<file path="src/rtl/scope_sample_decimator.sv">
// rtl/scope_sample_decimator.sv - box-car decimator with held output and rising-edge trigger flag
// Optional window-maximum output is enabled by defining PEAK_DETECT_EN.
module scope_sample_decimator #(
    parameter int N            = 12,
    parameter int DEC_MAX_LOG2 = 8
) (
    input  logic         clk,
    input  logic         rst_n,
    input  logic [N-1:0] sample_in,
    input  logic         sample_valid,
    input  logic [3:0]   dec_log2,
    input  logic [N-1:0] trig_level,
    input  logic         peak_mode,
    output logic [N-1:0] data_out,
    output logic         data_strobe,
    output logic         trig_hit
);

    localparam int         ACCW    = N + DEC_MAX_LOG2;
    localparam int         CW      = DEC_MAX_LOG2;
    localparam logic [3:0] DEC_MAX = DEC_MAX_LOG2[3:0];

    logic [3:0]      dec_q;
    logic [3:0]      dec_clamp;
    logic            dec_change;
    logic [ACCW-1:0] acc;
    logic [ACCW-1:0] acc_sum;
    logic [ACCW-1:0] acc_shifted;
    logic [CW-1:0]   count;
    logic [CW-1:0]   last_count;
    logic            win_end;
    logic            prev_valid;
    logic [N-1:0]    mean;
    logic [N-1:0]    result;
    logic            rising;

    always_comb begin
        dec_clamp   = (dec_log2 > DEC_MAX) ? DEC_MAX : dec_log2;
        dec_change  = (dec_clamp != dec_q);
        last_count  = ~({CW{1'b1}} << dec_q);
        win_end     = sample_valid && (count == last_count);
        acc_sum     = acc + {{DEC_MAX_LOG2{1'b0}}, sample_in};
        acc_shifted = acc_sum >> dec_q;
        mean        = acc_shifted[N-1:0];
    end

`ifdef PEAK_DETECT_EN
    logic [N-1:0] peak;
    logic [N-1:0] peak_next;

    always_comb begin
        peak_next = (sample_in > peak) ? sample_in : peak;
        result    = peak_mode ? peak_next : mean;
    end

    // Peak restarts with each window, so a zero start value is the neutral element of max().
    always_ff @(posedge clk or negedge rst_n) begin
        if (!rst_n) begin
            peak <= '0;
        end else if (dec_change) begin
            peak <= '0;
        end else if (sample_valid) begin
            peak <= win_end ? '0 : peak_next;
        end
    end
`else
    // peak_mode has no effect without the peak logic; the mux collapses to the mean.
    always_comb begin
        result = peak_mode ? mean : mean;
    end
`endif

    // data_out still holds the previous output here, so it serves as the trigger's "prev" value.
    always_comb begin
        rising = prev_valid && (data_out < trig_level) && (result >= trig_level);
    end

    always_ff @(posedge clk or negedge rst_n) begin
        if (!rst_n) begin
            dec_q       <= '0;
            acc         <= '0;
            count       <= '0;
            prev_valid  <= 1'b0;
            data_out    <= '0;
            data_strobe <= 1'b0;
            trig_hit    <= 1'b0;
        end else begin
            data_strobe <= 1'b0;
            trig_hit    <= 1'b0;
            if (dec_change) begin
                dec_q      <= dec_clamp;
                acc        <= '0;
                count      <= '0;
                prev_valid <= 1'b0;
            end else if (sample_valid) begin
                if (win_end) begin
                    acc         <= '0;
                    count       <= '0;
                    data_out    <= result;
                    data_strobe <= 1'b1;
                    trig_hit    <= rising;
                    prev_valid  <= 1'b1;
                end else begin
                    acc   <= acc_sum;
                    count <= count + CW'(1);
                end
            end
        end
    end

endmodule

</file>
<file path="config.mk">
export PLATFORM = sky130hd
export DESIGN_NAME = scope_sample_decimator
export DESIGN_NICKNAME = d
export VERILOG_FILES = /design/src/rtl/scope_sample_decimator.sv
export SDC_FILE = /design/constraint.sdc
export NUM_CORES = 1
export LEC_CHECK = 0
export BUFFER_PORTS_ARGS = -buffer_cell sky130_fd_sc_hd__buf_2
export CAP_MARGIN = 15
export CELL_PAD_IN_SITES_DETAIL_PLACEMENT = 1
export CELL_PAD_IN_SITES_GLOBAL_PLACEMENT = 2
export CORE_AREA = 2 2 105 127
export DETAILED_ROUTE_END_ITERATION = 12
export DIE_AREA = 0 0 107 129
export PLACE_DENSITY = 0.84
export SYNTH_ARGS = -nofsm -noshare
export SYNTH_HDL_FRONTEND = slang
export SYNTH_SLANG_ARGS = --single-unit
</file>
<file path="constraint.sdc">
create_clock -name clk -period 4.95 [get_ports clk]
set_clock_uncertainty 0.15 [all_clocks]
set_input_delay 0.495 -clock clk [delete_from_list [all_inputs] [get_ports clk]]
set_output_delay 0.495 -clock clk [all_outputs]
set_load 0.1 [all_outputs]
</file>
==> flow_summary.json <==
{
  "status": "finished clean",
  "power.share.clock": 0.367,
  "die-height_microns": 129,
  "ys_ff_latch": 47,
  "synthToLayoutAreaGrowth_pct": 20.36,
  "drtIter0Drc": 186,
  "finalHoldViolations": 0,
  "period_minus_slack_ns": 4.700,
  "setup.worst_path.start_class": "flop",
  "antennaDiodeCount": 0,
  "power.leakage_nw": 2.536,
  "grtUsageTotal": 0.2090,
  "cts-root-buf": "clkbuf_16",
  "setup_violations": 0,
  "max_freq_mhz": 212.8,
  "final-seq-area_sq_um": 1176,
  "p_seq_frac": 0.349,
  "grt_pass1_wl_microns": 23200,
  "seq_area_frac_synth": 0.2666,
  "cts_buffer_depth": 2,
  "hpwl_microns": 10660,
  "synthFlopType": "dfrtp_1",
  "whs_ns": 0.1563,
  "drv_cap": 0,
  "tightest_slew_ns": 0.7504,
  "drc": 0,
  "p_total_mw": 1.141,
  "grt_pass1_vias": 4600,
  "synth_edf_count": 0,
  "clock_latency_ns": 0.30,
  "ir_drop_mv": 0.1211,
  "fin_nets": 673,
  "pwr_density_cell_nw_per_um2": 215.0,
  "multiInputGateArea_sq_um": 3073,
  "synth-async-reset-ratio": 1.000,
  "finalNonFillerCells": 769,
  "cts_hold_buf": 0,
  "wl_per_cell_microns": 18.32,
  "initial_core_util": 0.3514,
  "slew_viol_final": 0,
  "core.rowCount": 45,
  "critical_path.max_fanout": 5,
  "routed_wl_microns": 14090,
  "placed_cells": 760,
  "pwr-share-comb": 0.284,
  "path_class": "reg -> reg",
  "worst_slew_margin_rel": 0.4982,
  "tns_ns": 0,
  "endpoint_kind": "flop",
  "htreeDepth": 2,
  "critPathRequiredTime_ns": 4.98,
  "port_buffers": 44,
  "switching_power_mw": 0.3669,
  "io_pins": 46,
  "vias_per_cell": 5.667,
  "cts-buffers-inserted": 5,
  "yosysWarnings": 0,
  "synth_fp_nets": 602,
  "dr.pass1.iters": 4,
  "core-area_sq_um": 12560,
  "cell_internal_pwr_mw": 0.7745,
  "grt_max_degree": 48,
  "stdcell_area_sq_um": 5310,
  "routabilityCongestion": 0.8776,
  "final_antenna_net_count": 0,
  "cp.arrival_ns": 4.73,
  "path_clk_slew_ns": 0.07,
  "placed_cell_area_sq_um": 5085,
  "tritoncts": "done",
  "antenna_found_initial": 0,
  "die_w_microns": 107,
  "swShare": 0.3214,
  "vias": 4358,
  "fill_cells": 1531,
  "drive_gt1_frac": 0.2314,
  "syn_area_per_cell_sq_um": 8.277,
  "synthCells": 533,
  "clock_sinks": 47,
  "hold_path.class": "in -> async",
  "yosysUniqueCellTypes": 73,
  "overflow": 0,
  "dieArea_sq_um": 13800,
  "synth_area_sq_um": 4412,
  "fin_crit_sh": 0.9495
}
## cell families after synthesis
logic type | count (synthesis) | share of synthesized area
multiplexers | 24 | 0.07402
flip-flops | 47 | 0.2666
adder cells (fa/ha/maj) | 37 | 0.1066
XOR/XNOR | 20 | 0.03971
AO/OA/AOI/OAI | 183 | 0.2771
buffers and inverters | 52 | 0.04595
AND/OR/NAND/NOR | 170 | 0.1900
## cell usage in the layout (no fill, tap or decap), types with 6 or more instances in the layout
cell,Yosys,final
nor3_1,10,10
buf_4,0,50
inv_1,19,19
a211oi_1,11,11
mux2i_1,9,9
ha_1,36,36
mux2_2,9,9
o21ai_1,14,14
a22o_1,8,8
nand3_1,17,17
a22oi_1,6,6
o21a_1,7,7
a21o_1,15,15
and3_1,6,6
xor2_1,12,12
xnor2_1,8,8
o21ai_0,29,29
nor2b_1,7,7
dfrtp_1,47,47
buf_2,6,44
nor2_1,43,43
a31oi_1,7,6
a21oi_1,41,40
nand2_1,52,52
## cell usage after synthesis, drive strengths merged (8+ instances only)
master | number | share of area
a211oi | 13 | 0.024
a21o | 15 | 0.026
a21oi | 44 | 0.054
a22o | 8 | 0.016
buf | 9 | 0.0094
clkbuf | 21 | 0.018
dfrtp | 47 | 0.27
ha | 36 | 0.10
inv | 20 | 0.017
mux2 | 9 | 0.023
mux2i | 10 | 0.026
nand2 | 52 | 0.044
nand3 | 17 | 0.019
nor2 | 44 | 0.039
nor3 | 10 | 0.011
o21ai | 44 | 0.051
xnor2 | 8 | 0.016
xor2 | 12 | 0.024
## metal layers
| metal | up-vias | share of wire | GRT usage |
|---|---|---|---|
| met5 | - | 0 | 0 |
| met2 | 79 | 0.51 | 0.3855 |
| met4 | 0 | 0.013 | 0.04966 |
| met1 | 2147 | 0.44 | 0.2585 |
| li1 | 2118 | - | - |
| met3 | 14 | 0.030 | 0.02584 |
## path summary, 6_finish.rpt
| path | startpoint | to | slack [ns] | cells after the start |
|---|---|---|---|---|
| max reg2reg | acc[0]$_DFFE_PN0P_ | trig_hit$_DFF_PN0_ | 0.25 | 20 |
| min reg2reg | acc[6]$_DFFE_PN0P_ | acc[6]$_DFFE_PN0P_ | 0.34 | 2 |
| min | rst_n | data_out[1]$_DFFE_PN0P_ | 0.16 | 2 |
| max | acc[0]$_DFFE_PN0P_ | trig_hit$_DFF_PN0_ | 0.25 | 20 |
| max in group asynchronous | rst_n | count[2]$_DFFE_PN0P_ | 4.04 | 2 |
| min in group clk | dec_log2[3] | dec_q[3]$_DFFE_PN0N_ | 0.23 | 1 |
## per-stage QoR
step | util | worst slack [ns]
global placement | 0.4050 | -0.03321
floorplan | - | 0.3787
finish | 0.4229 | 0.2501
global route | 0.4229 | -0.009326
detailed placement | 0.4050 | -0.1312
CTS | 0.4191 | 0.1142
## layout make-up
type	instances	area share
timing repair buffer	94	0.1122
clock buffer	6	0.02615
inverter	22	0.01555
tap	164	0.03864
clock inverter	2	0.007304
multi-input combinational	434	0.5787
sequential	47	0.2215
## power groups by stage
stage | sequential (mW) | combinational (mW) | clock (mW)
finish | 0.398 | 0.324 | 0.419
global route | 0.399 | 0.358 | 0.439
CTS | 0.398 | 0.319 | 0.429
detailed placement | 0.406 | 0.316 | 0
global placement | 0.405 | 0.306 | 0
floorplan | 0.424 | 0.182 | 0
## what timing repair did
action | 4_1_cts | 5_1_grt
buffers inserted | 0 | 1
endpoints found under the setup margin | 0 | 1
resized for setup | 0 | 9
## critical path, stage by stage, from the launching register on
cell and delay (ns):
dfrtp_1 0.39, ha_1 0.22, fa_2 0.35, a21o_1 0.22, a221o_2 0.43, nand4_4 0.14
a221o_1 0.15, o211ai_1 0.12, mux4_2 0.53, nand2_1 0.11, o31ai_2 0.08, ha_1 0.27
nand2b_1 0.14, a21o_1 0.17, a21o_1 0.17, a21o_1 0.17, a21o_1 0.17, a21o_1 0.18
a31oi_2 0.20, o21ai_0 0.10, o311a_1 0.11
## state kept, by name (all words and copies together), names as in the netlist
| name | flops |
|---|---|
| data_out | 12 |
| acc | 20 |
| count | 8 |
| trig_hit | 1 |
| prev_valid | 1 |
| dec_q | 4 |
| data_strobe | 1 |
Note: power is estimated with default switching activity, not from simulation.
